### src/rtl/xbar_pkg.sv
// ----------------------------------------------------------------------------
// xbar_pkg
// Shared crossbar definitions. It holds the forward-arbiter state encoding and
// a small index-width helper. The helper keeps one-entry vectors at a legal
// width of at least 1.
// ----------------------------------------------------------------------------
package xbar_pkg;

    // Forward arbiter states. IDLE looks for a requester. BURST owns the
    // slave until the last beat of the burst is accepted.
    typedef enum logic [0:0] {
        FA_IDLE  = 1'b0,
        FA_BURST = 1'b1
    } fwd_arb_state_e;

    // Width of an index into an n-entry vector. Never smaller than 1.
    function automatic int idx_width(input int n);
        return (n > 1) ? $clog2(n) : 1;
    endfunction

endpackage

### src/rtl/forward_arbiter_rr_index_picker.sv
// ----------------------------------------------------------------------------
// rr_index_picker
// Combinational round-robin search. It returns the first set bit of req at or
// after ptr. The search wraps from width-1 back to 0.
//
// Ports:
//   req    in  [width-1:0]  candidate request bits
//   ptr    in  [IW-1:0]     search start position (expected < width)
//   found  out 1            at least one request bit is set
//   index  out [IW-1:0]     winning position (0 when nothing is found)
// ----------------------------------------------------------------------------
module rr_index_picker
    import xbar_pkg::*;
#(
    parameter int width = 2
) (
    input  logic [width-1:0]            req,
    input  logic [idx_width(width)-1:0] ptr,
    output logic                        found,
    output logic [idx_width(width)-1:0] index
);

    localparam int IW = idx_width(width);

    int            cand;
    logic [IW-1:0] cand_idx;

    // Walk the offsets from ptr upward and keep the first hit. The wrap uses
    // an explicit compare and subtract, so a width that is not a power of
    // two never lands on a position that does not exist.
    always_comb begin
        found    = 1'b0;
        index    = '0;
        cand     = 0;
        cand_idx = '0;
        for (int off = 0; off < width; off++) begin
            cand = int'(ptr) + off;
            if (cand >= width) begin
                cand = cand - width;
            end
            cand_idx = IW'(cand);
            if (!found && req[cand_idx]) begin
                found = 1'b1;
                index = cand_idx;
            end
        end
    end

endmodule

### src/rtl/forward_arbiter.sv
// ----------------------------------------------------------------------------
// forward_arbiter
// Per-slave arbiter for the forward (master-to-slave) path. It watches the head
// of every master request FIFO and picks a master whose head targets this
// slave. It keeps that grant for the whole burst and then moves the
// round-robin pointer past the winner.
//
// Ports:
//   ACLK                 in   clock
//   ARESETn              in   synchronous active-low reset
//   master_fifo_empty    in   [masters-1:0] per-master request FIFO empty
//   master_slave_dest    in   [SW-1:0] x masters, decoded destination of heads
//   master_last          in   [masters-1:0] head beat is last of its burst
//   slave_ready          in   slave accepts a beat this cycle
//   grant_valid          out  a master holds the burst lock
//   grant_master_number  out  [MW-1:0] granted master (holds value when idle)
//   beat_valid           out  granted FIFO has a head beat present
//   fifo_pop             out  [masters-1:0] one-hot pop to the granted FIFO
// ----------------------------------------------------------------------------
module forward_arbiter
    import xbar_pkg::*;
#(
    parameter int masters           = 2,
    parameter int slaves            = 2,
    parameter int i_am_slave_number = 0
) (
    input  logic                       ACLK,
    input  logic                       ARESETn,
    input  logic [masters-1:0]         master_fifo_empty,
    input  logic [$clog2(slaves)-1:0]  master_slave_dest [0:masters-1],
    input  logic [masters-1:0]         master_last,
    input  logic                       slave_ready,
    output logic                       grant_valid,
    output logic [$clog2(masters)-1:0] grant_master_number,
    output logic                       beat_valid,
    output logic [masters-1:0]         fifo_pop
);

    localparam int MW = $clog2(masters);
    localparam int SW = $clog2(slaves);

    fwd_arb_state_e state, state_next;
    logic [MW-1:0]  rr_ptr, rr_ptr_next;
    logic [MW-1:0]  grant_reg, grant_next;
    logic [masters-1:0] req;
    logic           pick_found;
    logic [MW-1:0]  pick_index;

    // A master requests this slave when its FIFO head exists and its decoded
    // destination matches this instance.
    always_comb begin
        req = '0;
        for (int i = 0; i < masters; i++) begin
            req[i] = ~master_fifo_empty[i] &
                     (master_slave_dest[i] == SW'(i_am_slave_number));
        end
    end

    rr_index_picker #(
        .width (masters)
    ) u_picker (
        .req   (req),
        .ptr   (rr_ptr),
        .found (pick_found),
        .index (pick_index)
    );

    // State, pointer and grant registers. Reset returns the arbiter to IDLE
    // with the search starting at master 0.
    always_ff @(posedge ACLK) begin
        if (!ARESETn) begin
            state     <= FA_IDLE;
            rr_ptr    <= '0;
            grant_reg <= '0;
        end else begin
            state     <= state_next;
            rr_ptr    <= rr_ptr_next;
            grant_reg <= grant_next;
        end
    end

    // Next-state and output logic. The grant depends only on registered state,
    // so a fresh request cannot reach fifo_pop in the same cycle. All outputs
    // are forced quiet while reset is held. A pop at that point would drop a
    // beat that the reset arbiter no longer tracks.
    always_comb begin
        state_next  = state;
        rr_ptr_next = rr_ptr;
        grant_next  = grant_reg;
        grant_valid = 1'b0;
        beat_valid  = 1'b0;
        fifo_pop    = '0;

        if (ARESETn) begin
            case (state)
                FA_IDLE: begin
                    if (pick_found) begin
                        grant_next = pick_index;
                        state_next = FA_BURST;
                    end
                end

                FA_BURST: begin
                    // The grant stays locked for the burst. An empty head only
                    // stalls the burst. A changed destination on the head is
                    // ignored.
                    grant_valid = 1'b1;
                    beat_valid  = ~master_fifo_empty[grant_reg];
                    if (beat_valid && slave_ready) begin
                        fifo_pop[grant_reg] = 1'b1;
                        if (master_last[grant_reg]) begin
                            state_next  = FA_IDLE;
                            rr_ptr_next = (grant_reg == MW'(masters - 1)) ?
                                          '0 : grant_reg + 1'b1;
                        end
                    end
                end

                default: begin
                    state_next = FA_IDLE;
                end
            endcase
        end
    end

    assign grant_master_number = grant_reg;

endmodule

### config.mk
export PLATFORM = sky130hd
export DESIGN_NAME = forward_arbiter
export DESIGN_NICKNAME = d
export VERILOG_FILES = /design/src/rtl/xbar_pkg.sv /design/src/rtl/forward_arbiter_rr_index_picker.sv /design/src/rtl/forward_arbiter.sv
export SDC_FILE = /design/constraint.sdc
export NUM_CORES = 1
export LEC_CHECK = 0
export BUFFER_PORTS_ARGS = -buffer_cell sky130_fd_sc_hd__buf_2
export CORE_AREA = 2 2 39 41
export CTS_BUF_LIST = sky130_fd_sc_hd__clkbuf_4 sky130_fd_sc_hd__clkbuf_8
export DETAILED_ROUTE_END_ITERATION = 7
export DIE_AREA = 0 0 41 43
export PLACE_DENSITY = 0.42
export SLEW_MARGIN = 10
export SYNTH_ARGS = -nofsm -noshare
export SYNTH_HDL_FRONTEND = slang
export SYNTH_HIERARCHICAL = 1
export SYNTH_SLANG_ARGS = --single-unit
export TNS_END_PERCENT = 100
### constraint.sdc
create_clock -name ACLK -period 1 [get_ports ACLK]
set_clock_uncertainty 0.05 [all_clocks]
set_input_delay 0.05 -clock ACLK [delete_from_list [all_inputs] [get_ports ACLK]]
set_output_delay 0.05 -clock ACLK [all_outputs]
set_load 0.01 [all_outputs]
# Word level (Yosys, flattened, before mapping)
# Index checks and enable logic that the tools add are counted.
[totals] wordCells=55 input_bits=9 register_bits=3 output_inout_bits=5
[classes] n_addsub=4 mux=28 reduce_logical=6 bitwise=8 n_lt_le_gt_ge=6
[op_table] operator="$mux 1" count=23
[op_table] operator="$lt 1x2->1 const B" count=3
[op_table] operator="$mux 2" count=3
[op_table] operator="$not 1->1" count=6
[op_table] operator="$logic_and 1x1->1" count=3
[op_table] operator="$reduce_and 3->1" count=1
[op_table] operator="$add 1x1->2 const B" count=1
[op_table] operator="$and 1x1->1" count=2
[op_table] operator="$ge 1x2->1 const B" count=1
[op_table] operator="$ge 2x2->1 const B" count=1
[op_table] operator="$pmux 1 s2" count=1
[op_table] operator="$reduce_and 2->1" count=1
[op_table] operator="$sub 1x1->1 const B" count=2
[op_table] operator="$add 1x1->1 const B" count=1
[op_table] operator="$demux 1 s1" count=1
[op_table] operator="$ge 1x1->1 const B" count=1
[op_table] operator="$logic_not 1->1" count=1

# Longest topological paths before layout
[logic_depth] ltp_word=10 mapped_depth=5 depth_no_buf=5

# By module
# The synthesis kept the hierarchy.
[by_module_without_submodules] mod="forward_arbiter" area_each_um2=176.4 cells_each=21 seq_area_each_um2=60.1 n_inst=1
[by_module_without_submodules] mod="rr_index_picker" area_each_um2=17.5 cells_each=3 seq_area_each_um2=0.0 n_inst=1

# Worst setup path after synthesis
# Ideal clock, no wire load.
[synth_timing] path_kind="flip-flop to flip-flop" startpoint="register grant_reg, in the netlist grant_master_number" endpoint="register rr_ptr" t_required_ns=0.833 t_arrival_ns=0.941 setup_ns=0.117 path_slack_ns=-0.109 path_stages_with_launch=4 n_path_buf=0 period_less_slack_ns=1.109 path_cell_list="dfxtp_1 > and2b_1 > nand4_1 > a32o_1"
[synth_via] elab_chain_cells=5 elab_cells_between_ends=9 classes_between="1 x add/sub; 5 x mux; 1 x bitwise; 2 x reduce/logical"
[synth_rtl] item="start: declaration" line="forward_arbiter.sv:44" source="logic [MW-1:0] grant_reg, grant_next;"
[synth_rtl] item="start signal: assignment" line="forward_arbiter.sv:78" source="grant_reg <= grant_next;"
[synth_rtl] item="$mux 1 (implied by the code) (2 in a row)" line="forward_arbiter.sv:108" source="beat_valid = ~master_fifo_empty[grant_reg];"
[synth_rtl] item="$not 1->1" line="forward_arbiter.sv:108"
[synth_rtl] item="$logic_and 1x1->1" line="forward_arbiter.sv:109" source="if (beat_valid && slave_ready) begin"
[synth_rtl] item="$reduce_and 3->1 (no line)"
[synth_rtl] item="end signal: assignment" line="forward_arbiter.sv:77" source="rr_ptr <= rr_ptr_next;"
[synth_rtl] item="end: declaration" line="forward_arbiter.sv:43" source="logic [MW-1:0] rr_ptr, rr_ptr_next;"
# Several ways; a longest one is shown, not always the timed one. The select of a mux whose other input is x is not followed.
# A chain may end at the register's enable or synchronous reset.

# Worst setup path after layout
[layout_timing] startpoint="register grant_reg, in the netlist grant_master_number" endpoint="output port fifo_pop[1]"
[layout_via] elab_chain_cells=7 elab_cells_between_ends=12 classes_between="2 x order compare; 7 x mux; 1 x bitwise; 2 x reduce/logical"
[layout_rtl] item="$lt 1x2->1 (implied by the code), or another cell as far along" line="forward_arbiter.sv:110" source="fifo_pop[grant_reg] = 1'b1;"
[layout_rtl] item="$logic_and 1x1->1 (implied by the code) or $mux 1 (tied branches)" line="forward_arbiter.sv:110, forward_arbiter.sv:108"
[layout_rtl] item="$mux 1 (implied by the code) or $not 1->1 (tied branches)" line="forward_arbiter.sv:110, forward_arbiter.sv:108"
[layout_rtl] item="$demux 1 s1 or $logic_and 1x1->1 (tied branches)" line="forward_arbiter.sv:110, forward_arbiter.sv:109"
[layout_rtl] item="$mux 2 *" line="forward_arbiter.sv:109"
[layout_rtl] item="$mux 2 *" line="forward_arbiter.sv:95" source="case (state)"
[layout_rtl] item="$mux 2 *" line="forward_arbiter.sv:94" source="if (ARESETn) begin"
[layout_rtl] item="end: declaration" line="forward_arbiter.sv:36" source="output logic [masters-1:0] fifo_pop"
# Every way passes the cells marked *; elsewhere a longest branch is shown, timed or not. The select of a mux whose other input is x is not followed.

==> impl_results.md <==
* Clock root buffer: clkbuf_4
* Final setup fails at 5
* CTS tree: yes
* Slew margin rel. at about 86%
* Post-route ant nets at 0
* Net Count, Synth at 33
* RSZ-0062 raised after global routing: yes
* Mapped Avg Cell Area at roughly 8.1 sq um
* Worst-skew pair later-pin latency at 230 ps
* Hold Path Cell Cnt at 2
* CTS sink cnt at 3
* Post-DP HPWL at 484.7 um
* Sum of buffers and inverters on the critical path at 1
* Crit path capture type: output pin
* Startpoint Class: flop
* Synth Register Bits at 3
* Pin slew with the least headroom to its limit at 209.1 ps
* Initial antenna violation count at 0
* Layout cells sized above 1 at 62.50%
* Worst hold path class: in -> reg
* Die extent in x at 41 um
* Initial DRC Count at 1
* Total number of vias at 263
* Cells after synthesis at 24
* Largest net degree at the start of global routing at 5
* WS Path Type: reg -> out
* Fin worst setup slack at -164.7 ps
* Fin. max-slew vios at 0
* Synth cell types at 16
* CP required at ~900 ps
* Power density cells at 1149 nW/um^2
* Top cells by area, synth: dfxtp_1, nor2_1, nor4b_2, nor2b_1, a32o_1
* GRT Total Usage at 8.717%
* WL final at 664 um
* Clock tree buffer depth at 2
* Placed Area at 306.5 sq um
* DIE AREA at 1763 sq um
* Area Overhead vs Synth at 115.5%
* FMAX at 0.8586 GHz
* Router iterations before antenna repair at 2
* WP data arrival at between 1000 and 1500 ps
* CTS clk-pin slew, worst paths at 40 ps
* Gp weighted congestion at 0.6450
* Number of CTS-inserted buffers at 3
* Period utilization at 116.5%
* Worst path depth at 3
* Yosys top cell by area: dfxtp_1
* Starting Density at 14.01%
* Grt ovf at 0
* Leak Pwr at 0.2096 nW
* Finished Layout Cells at 64
* Sequential-to-total area share from yosys stat at 30.97%
* Outcome: finished with violations
* Util after Layout at a little under a third
* Antenna Cells at 0
* Drc violations at 0
* # nets final at 58
* YS warnings at 6
* CP delay by family, top: simple AND/OR/NAND/NOR gates
* IO Pins at 14
* H-tree depth at 1
* Core footprint at 1384 sq um
* Final Hold Vio Count at 0
* Worst r2r path cells at 4
* Die H at approximately 43 um
* WL/cell at ~10 um
* CP cell instances: and2b_2, and3_4, buf_6
* Yosys top cell area share at 30.97%
* I/O Buffers at 13
* Final Critical Period at 1165 ps
* Failing checks: negative setup slack
* Max Fanout on Critical Path at 4
* FP Rows at 14
* Cell Area, Synth at 193.9 sq um
* First-pass GRT wire length at a little under 1 mm
* Avg Vias per Cell at slightly above 4
* Worst IR Drop VDD at 0.5618 mV
* Inst Count DP at 55
* Worst path max stage delay at 350 ps
* Max-cap viol count at 0
* Post-Layout Inst Area at 417.9 sq um
* Worst path slowest cell: dfxtp_4
* Vias in the first global route at 234
==> kinds of logic after synthesis <==
kind of cell	synth area share [%]
simple gates	40.65
mux	5.161
buf+inv	3.872
compound gates	19.36
flops	30.97
==> worst paths after layout <==
| check | startpoint | end | slack (ps) |
|---|---|---|---|
| hold / removal | ARESETn | grant_master_number | 80 |
| setup / recovery | grant_master_number | fifo_pop[1] | -160 |
| hold reg to reg | rr_ptr | rr_ptr | 450 |
| setup reg to reg | grant_master_number | state | -130 |
==> synthesized netlist by cell type, drive strengths merged <==
| master | number |
|---|---|
| nand4 | 1 |
| nor2 | 5 |
| or2 | 1 |
| a31oi | 1 |
| mux2i | 1 |
| and2b | 1 |
| and3 | 1 |
| inv | 2 |
| a21boi | 1 |
| nor2b | 2 |
| o21ai | 1 |
| nand2 | 1 |
| dfxtp | 3 |
| a32o | 1 |
| a22o | 1 |
| nor4b | 1 |
==> registers in the layout, indices dropped and copies added, names as in the netlist <==
signal,cells
grant_master_number,1
rr_ptr,1
state,1
==> worst register-to-register path, stage by stage (launching register included) <==
cell,delay (ps)
dfxtp_4,350
and2b_2,220
buf_6,120
a22o_1,170
a31oi_1,130
==> what timing repair did <==
action	4_1_cts	5_1_grt
gates resized for setup	3	7
setup buffers	2	1
endpoints found under the setup margin	6	6
hold buffers	2	0
hold endpoints to repair	2	0
pin swaps	6	5
==> final cells by class <==
type,instances,area [sq um]
clock buffers,4,30.03
flip-flops and latches,3,65.06
inverters,2,7.507
fillers,148,965.9
well taps,16,20.02
repair buffers,20,138.9
multi-input cells,19,156.4
==> cell usage in the layout (no fill, tap or decap), types with 2 or more instances in the layout <==
| cell type | n |
|---|---|
| buf_2 | 11 |
| clkbuf_4 | 4 |
| dlygate4sd3_1 | 2 |
| buf_4 | 4 |
| buf_6 | 3 |
| nor2_1 | 4 |
| inv_1 | 2 |
==> routing by layer <==
| layer | wire [um] | track usage [%] | up-vias |
|---|---|---|---|
| met5 | 0 | 0 | - |
| met2 | 221 | 8.750 | 16 |
| met4 | 15 | 8.000 | 0 |
| met1 | 341 | 13.10 | 110 |
| li1 | - | - | 135 |
| met3 | 85 | 3.141 | 2 |
==> per-stage QoR <==
stage	setup WS (ps)	power, W	setup TNS, ps	hold slack (ps)
detailed placement	-39.18	0.0002088	-79.44	235.5
global placement	-50.47	0.0002111	-118.0	238.8
finish	-164.7	0.0004800	-668.7	77.81
floorplan	-19.75	0.0001694	-19.75	81.20
global route	-208.8	0.0005122	-939.9	64.88
CTS	-188.9	0.0004800	-594.1	49.23
==> report_power, final <==
| group | leakage [nW] | switching [W] | internal, W |
|---|---|---|---|
| Sequential | 0.0256 | 0.00000640 | 0.000126 |
| Combinational | 0.166 | 0.0000469 | 0.0000591 |
| Clock | 0.0184 | 0.0000651 | 0.000177 |
| Total | 0.210 | 0.000118 | 0.000362 |
Note: power is estimated with default switching activity, not from simulation.
